[src/rtl/pcie_tx_skp_inserter_pkg.sv]
// rtl/pcie_tx_skp_inserter_pkg.sv - symbol constants and FSM state type for the SKP inserter
package pcie_sym_pkg;
   localparam logic [7:0] SYM_COM  = 8'hBC;
   localparam logic [7:0] SYM_SKP  = 8'h1C;
   localparam logic [7:0] SYM_IDLE = 8'h00;

   typedef enum logic [1:0] {
      GAP = 2'd0,
      PKT = 2'd1,
      COM = 2'd2,
      SKP = 2'd3
   } tx_state_e;
endpackage

[src/rtl/pcie_tx_skp_inserter_if.sv]
// rtl/pcie_tx_skp_inserter_if.sv - link-layer packet symbol stream into the SKP inserter
interface pcie_tx_skp_inserter_if;
   logic [7:0] in_data;
   logic       in_k;
   logic       in_valid;
   logic       in_sop;
   logic       in_eop;
   logic       in_ready;

   modport master (
      output in_data, in_k, in_valid, in_sop, in_eop,
      input  in_ready
   );

   modport slave (
      input  in_data, in_k, in_valid, in_sop, in_eop,
      output in_ready
   );
endinterface

[src/rtl/pcie_tx_skp_inserter_timer.sv]
// rtl/pcie_tx_skp_inserter_timer.sv - saturating SKP interval counter; due holds until cleared
module skp_interval_timer #(
   parameter int SKP_INTERVAL = 1180,
   parameter int CNT_W        = 11
) (
   input  logic clk,
   input  logic rstb,
   input  logic clr,
   output logic due
);
   localparam logic [CNT_W-1:0] CNT_MAX = CNT_W'(SKP_INTERVAL);

   logic [CNT_W-1:0] cnt_q, cnt_d;

   // Saturation absorbs intervals that elapse while a SKP OS is already pending
   always_comb begin
      cnt_d = cnt_q;
      if (clr) begin
         cnt_d = '0;
      end else if (cnt_q != CNT_MAX) begin
         cnt_d = cnt_q + CNT_W'(1);
      end
   end

   always_ff @(posedge clk or negedge rstb) begin
      if (!rstb) begin
         cnt_q <= '0;
      end else begin
         cnt_q <= cnt_d;
      end
   end

   assign due = (cnt_q == CNT_MAX);
endmodule

[src/rtl/pcie_tx_skp_inserter.sv]
// rtl/pcie_tx_skp_inserter.sv - TX symbol source inserting SKP OS at packet gaps; SKP_STATS_EN adds skp_count
module pcie_tx_skp_inserter
   import pcie_sym_pkg::*;
#(
   parameter int SKP_INTERVAL = 1180,
   parameter int SKP_LEN      = 3,
   parameter int CNT_W        = 11
) (
   input  logic                         clk,
   input  logic                         rstb,
   pcie_tx_skp_inserter_if.slave        in_if,
   input  logic                         scram_dis_cfg,
   output logic [7:0]                   data_out,
   output logic                         k_out,
   output logic                         disab_scram,
   output logic                         skp_sent,
   output logic                         err_underrun
`ifdef SKP_STATS_EN
   ,
   output logic [15:0]                  skp_count
`endif
);
   localparam logic [2:0] IDX_LAST = 3'(SKP_LEN - 1);

   tx_state_e  state_q, state_d;
   logic [2:0] idx_q, idx_d;
   logic [7:0] data_out_q, data_out_d;
   logic       k_out_q, k_out_d;
   logic       disab_scram_q, disab_scram_d;
   logic       skp_sent_q, skp_sent_d;
   logic       err_underrun_q, err_underrun_d;
   logic       skp_due;
   logic       cnt_clr;

   skp_interval_timer #(
      .SKP_INTERVAL(SKP_INTERVAL),
      .CNT_W       (CNT_W)
   ) u_timer (
      .clk (clk),
      .rstb(rstb),
      .clr (cnt_clr),
      .due (skp_due)
   );

   assign in_if.in_ready = rstb && ((state_q == PKT) || ((state_q == GAP) && !skp_due));

   // Each state decides the symbol that appears on data_out in the next cycle
   always_comb begin
      state_d        = state_q;
      idx_d          = idx_q;
      data_out_d     = SYM_IDLE;
      k_out_d        = 1'b0;
      skp_sent_d     = 1'b0;
      err_underrun_d = err_underrun_q;
      disab_scram_d  = scram_dis_cfg;
      cnt_clr        = 1'b0;
      case (state_q)
         GAP: begin
            if (skp_due) begin
               data_out_d = SYM_COM;
               k_out_d    = 1'b1;
               skp_sent_d = 1'b1;
               cnt_clr    = 1'b1;
               state_d    = COM;
            end else if (in_if.in_valid) begin
               if (in_if.in_sop) begin
                  data_out_d = in_if.in_data;
                  k_out_d    = in_if.in_k;
                  if (!in_if.in_eop) begin
                     state_d = PKT;
                  end
               end else begin
                  err_underrun_d = 1'b1;
               end
            end
         end
         PKT: begin
            if (!in_if.in_valid || in_if.in_sop) begin
               err_underrun_d = 1'b1;
            end else begin
               data_out_d = in_if.in_data;
               k_out_d    = in_if.in_k;
               if (in_if.in_eop) begin
                  state_d = GAP;
               end
            end
         end
         COM: begin
            data_out_d = SYM_SKP;
            k_out_d    = 1'b1;
            idx_d      = 3'd1;
            state_d    = (SKP_LEN == 1) ? GAP : SKP;
         end
         SKP: begin
            data_out_d = SYM_SKP;
            k_out_d    = 1'b1;
            idx_d      = idx_q + 3'd1;
            if (idx_q == IDX_LAST) begin
               state_d = GAP;
            end
         end
         default: begin
            state_d = GAP;
         end
      endcase
   end

   always_ff @(posedge clk or negedge rstb) begin
      if (!rstb) begin
         state_q        <= GAP;
         idx_q          <= 3'd0;
         data_out_q     <= SYM_IDLE;
         k_out_q        <= 1'b0;
         disab_scram_q  <= 1'b0;
         skp_sent_q     <= 1'b0;
         err_underrun_q <= 1'b0;
      end else begin
         state_q        <= state_d;
         idx_q          <= idx_d;
         data_out_q     <= data_out_d;
         k_out_q        <= k_out_d;
         disab_scram_q  <= disab_scram_d;
         skp_sent_q     <= skp_sent_d;
         err_underrun_q <= err_underrun_d;
      end
   end

   assign data_out     = data_out_q;
   assign k_out        = k_out_q;
   assign disab_scram  = disab_scram_q;
   assign skp_sent     = skp_sent_q;
   assign err_underrun = err_underrun_q;

`ifdef SKP_STATS_EN
   logic [15:0] skp_count_q, skp_count_d;

   // Advances together with skp_sent so the count already includes the COM on data_out
   always_comb begin
      skp_count_d = skp_count_q;
      if (skp_sent_d) begin
         skp_count_d = skp_count_q + 16'd1;
      end
   end

   always_ff @(posedge clk or negedge rstb) begin
      if (!rstb) begin
         skp_count_q <= 16'd0;
      end else begin
         skp_count_q <= skp_count_d;
      end
   end

   assign skp_count = skp_count_q;
`endif
endmodule

[src/flat_wrapper.sv]
// flat-port wrapper written by rule: the top's interface ports become plain ports
module pcie_tx_skp_inserter_flat import pcie_sym_pkg::*;
#(
   parameter int SKP_INTERVAL = 1180,
   parameter int SKP_LEN      = 3,
   parameter int CNT_W        = 11
)
  (clk, rstb, scram_dis_cfg, data_out, k_out, disab_scram, skp_sent, err_underrun, in_if_in_data, in_if_in_k, in_if_in_valid, in_if_in_sop, in_if_in_eop, in_if_in_ready);
  pcie_tx_skp_inserter_if in_if_i ();
  input  logic clk;
  input  logic rstb;
  input  logic scram_dis_cfg;
  output logic [7:0] data_out;
  output logic k_out;
  output logic disab_scram;
  output logic skp_sent;
  output logic err_underrun;
  input wire logic [$bits(in_if_i.in_data)-1:0] in_if_in_data;
  input wire logic [$bits(in_if_i.in_k)-1:0] in_if_in_k;
  input wire logic [$bits(in_if_i.in_valid)-1:0] in_if_in_valid;
  input wire logic [$bits(in_if_i.in_sop)-1:0] in_if_in_sop;
  input wire logic [$bits(in_if_i.in_eop)-1:0] in_if_in_eop;
  output wire logic [$bits(in_if_i.in_ready)-1:0] in_if_in_ready;
  assign in_if_i.in_data = in_if_in_data;
  assign in_if_i.in_k = in_if_in_k;
  assign in_if_i.in_valid = in_if_in_valid;
  assign in_if_i.in_sop = in_if_in_sop;
  assign in_if_i.in_eop = in_if_in_eop;
  assign in_if_in_ready = in_if_i.in_ready;
  pcie_tx_skp_inserter #(.SKP_INTERVAL(SKP_INTERVAL), .SKP_LEN(SKP_LEN), .CNT_W(CNT_W)) u_core (.clk(clk), .rstb(rstb), .in_if(in_if_i), .scram_dis_cfg(scram_dis_cfg), .data_out(data_out), .k_out(k_out), .disab_scram(disab_scram), .skp_sent(skp_sent), .err_underrun(err_underrun));
endmodule
[config.mk]
export PLATFORM = sky130hd
export DESIGN_NAME = pcie_tx_skp_inserter_flat
export DESIGN_NICKNAME = d
export VERILOG_FILES = /design/src/rtl/pcie_tx_skp_inserter_pkg.sv /design/src/rtl/pcie_tx_skp_inserter_if.sv /design/src/rtl/pcie_tx_skp_inserter_timer.sv /design/src/rtl/pcie_tx_skp_inserter.sv /design/src/flat_wrapper.sv
export SDC_FILE = /design/constraint.sdc
export NUM_CORES = 1
export LEC_CHECK = 0
export ABC_AREA = 1
export ABC_CLOCK_PERIOD_IN_PS = 2100
export BUFFER_PORTS_ARGS = -buffer_cell sky130_fd_sc_hd__buf_4
export CAP_MARGIN = 20
export CORE_MARGIN = 1
export CORE_UTILIZATION = 54
export DETAILED_ROUTE_END_ITERATION = 8
export PLACE_DENSITY = 0.85
export SKIP_CTS_REPAIR_TIMING = 1
export SKIP_LAST_GASP = 1
export SYNTH_ARGS = -nofsm -noshare
export SYNTH_HDL_FRONTEND = slang
export SYNTH_SLANG_ARGS = --single-unit
[constraint.sdc]
create_clock -name clk -period 2.1 [get_ports clk]
set_input_delay 0.525 -clock clk [delete_from_list [all_inputs] [get_ports clk]]
set_output_delay 0.525 -clock clk [all_outputs]
set_load 0.01 [all_outputs]
==> impl_results.md <==
- Status: finished clean
- CTS tree: built
- Worst-margin pin slew: 0.398 ns
- First-pass GRT wire length: around 4.7 mm
- Gpl congestion: 0.940
- Row count: 18
- Largest net degree at the start of global routing: 29
- Area contributors post-synth: dfrtp_1, nand2_1, inv_1, nand3_1, nor2_1
- Share of cells above drive strength 1: 25.8%
- RSZ-0062 raised after global routing: yes
- Pre-CTS setup slack: 0.298 ns
- LEAKAGE: 1.03 nW
- Root Driver: clkbuf_4
- Tmin final: around 2.1 ns
- Maximum clock frequency: roughly 0.48 GHz
- Slew HR: ~73%
- Fin Clk Skew: 0.0111 ns
- Cell taking the most area after synthesis: dfrtp_1
- Reg2reg path depth: 6
- Syn_area_per_cell: 7.90 um2
- Gr ovfl total: 0
- Slew Limit Fails: 0
- Initial Util: 59.0%
- CTS max path bufs: 2
- Antenna diodes: 0
- Antenna-violating nets left: 0
- GRT Total Usage: roughly 22%
- Sequential area share after synthesis: 46.7%
- Max-cap violation count: 0
- Worst skew pair latency: 0.32 ns
- Final WL: about 3.0 mm
- Final setup violation count: 0
- Die Ht: roughly 55 um
- Cells after synthesis: 190
- Layout Cells excl Fill: 255
- Crit-path slowest cell: dfrtp_1
- Post-synthesis register bit count: 28
- CTS buffer count: 3
- Drt wl/cell: 11.6 um
- Worst endpoint required time: around 1.6 ns
- Worst path depth: 8
- Net count after synthesis: 209
- Clock sink total: 28
- Die ar.: 3000 um2
- Clock Pin Slew Worst Setup and Hold Paths: 0.15 ns
- Period utilisation layout: 98.3%
- CP bufs+invs: 2
- Post-synth top flop: dfrtp_1
- Final Hold Fails: 0
- DRC: 0
- Via-to-Cell Ratio: 5.14
- Crit path largest cell delay: between 0.4 and 0.5 ns
- Number of global-route vias before repair: 1129
- Core area: 2540 um2
- Ports: 28
- Die width: 54.7 um
- YS warnings: 0
- Port bufs: 27
- Final nets: 245
- Final WS setup: 0.0365 ns
- Crit start category: register
- CTS H-tree depth: 1
- Worst min path class: input pin to async pin
- Fraction of registers with async set/reset: 100%
- Crit. End Element: primary output
- WP data arrival: 1.54 ns
- Critical Path Fanout Max: 3
- Hold slack: between 0.15 and 0.2 ns
- Finished Cell Area: around 1900 um2
- EDFF count, synth: 0
- Synth Cell Area: around 1500 um2
- Max VDD drop: 595 uV
- Synth cell types: 27
- Setup tns final: 0 ns
- Crit path max-delay family: flip-flops
- Final HPWL from detailed placement: 2.18 mm
- DR iter-0 viols: 23
- Kind of critical path: register to primary output
- Vias: 1310
- Placed cell count: 248
- Synth top area share: 46.7%
- Power Density: 681 nW/um2
- Placed inst area: 1750 um2
- Area growth syn-to-layout: 23.5%
- Initial antenna violation count: 0
- DRT Pass-1 Iters: 4
- Fillers: approximately 200
- Crit-path cells: inv_2 -> ha_4 -> nand2_4 -> nor2_4 -> nand3_2 -> nand2_2 -> a21boi_2 -> buf_4
## sequential cells by signal (all words and copies together), names as in the netlist
signal	count
u_core.idx_q	3
u_core.state_q	2
u_core.skp_sent	1
u_core.u_timer.cnt_q	11
u_core.k_out	1
u_core.data_out	8
u_core.disab_scram	1
u_core.err_underrun	1
## area by class of cell
cell class	count	area (um2)	area share, %
timing repair buffer	33	248	13.4
inverter	32	123	6.61
sequential	28	701	37.8
tap	30	37.5	2.02
multi-input combinational	128	693	37.4
clock inverter	1	30.0	1.62
clock buffer	3	22.5	1.21
## where the power goes
part	internal (mW)	total, mW	switching, mW
clock network	0.193	0.349	0.156
registers	0.572	0.610	0.0377
logic	0.128	0.305	0.176
total	0.893	1.26	0.370
## final timing paths
| check | start | to | slack, ns |
|---|---|---|---|
| max | u_core.u_timer.cnt_q[1] | in_if_in_ready | 0.04 |
| min | rstb | u_core.data_out[0] | 0.19 |
| max reg2reg | u_core.state_q[1] | u_core.data_out[1] | 0.65 |
| min reg2reg | u_core.err_underrun | u_core.err_underrun | 0.51 |
| max in group asynchronous | rstb | u_core.idx_q[2] | 1.64 |
| min in group clk | scram_dis_cfg | u_core.disab_scram | 0.29 |
## per-stage QoR
step	util (%)	total power, mW
detailed placement	68.6	0.913
global route	72.9	1.34
CTS	70.6	1.26
global placement	68.6	0.908
floorplan	-	0.797
finish	72.9	1.26
## metal layers
metal  wire length (um)  share of wire, %  vias up  track usage [%]
met3                193               6.5        4             5.28
met1               1350                45      601             28.1
met4                 19              0.64        0             5.13
li1                   -                 -      663                -
met2               1410                47       42             37.6
met5                  0                 0        -                0
## cell usage after synthesis (3+ instances only)
master	count
a31oi_1	4
dfrtp_1	28
ha_1	4
inv_1	28
inv_2	3
nand2_1	61
nand3_1	13
nand4_1	3
nor2_1	14
nor3_1	3
nor3_2	3
o21ai_0	4
xor2_1	4
## kinds of logic (layout without fill, tap and decap cells)
family / after synthesis / in the layout / synth area share (%)
AOI/OAI and AO/OA: 15 / 15 / 6.50
xor gates and xnor gates: 4 / 4 / 2.33
adders and majority gates: 4 / 4 / 3.33
buffers and inverters: 34 / 69 / 9.42
DFF: 28 / 28 / 46.7
and+or+nand+nor: 105 / 105 / 31.7
## cells in the final DEF, fill, tap and decap left out
| cell | n |
|---|---|
| xor2_1 | 4 |
| nand3_2 | 1 |
| ha_1 | 3 |
| o21bai_1 | 1 |
| nand2_1 | 59 |
| nand2_4 | 1 |
| nor3_1 | 3 |
| nand3b_1 | 2 |
| nor3_2 | 3 |
| dfrtp_1 | 28 |
| a21oi_1 | 1 |
| nand3_1 | 13 |
| inv_2 | 5 |
| nor2_2 | 2 |
| o21ai_1 | 2 |
| a31oi_1 | 4 |
| inv_4 | 1 |
| o21ai_4 | 1 |
| nand4_1 | 3 |
| nand2_2 | 2 |
| nor2_1 | 13 |
| clkbuf_4 | 3 |
| bufinv_16 | 1 |
| inv_1 | 26 |
| o22ai_1 | 1 |
| nor2_4 | 3 |
| o21ai_0 | 4 |
| buf_4 | 33 |
| a21boi_2 | 1 |
| ha_4 | 1 |
No activity file was read; power rests on OpenSTA's default activity.
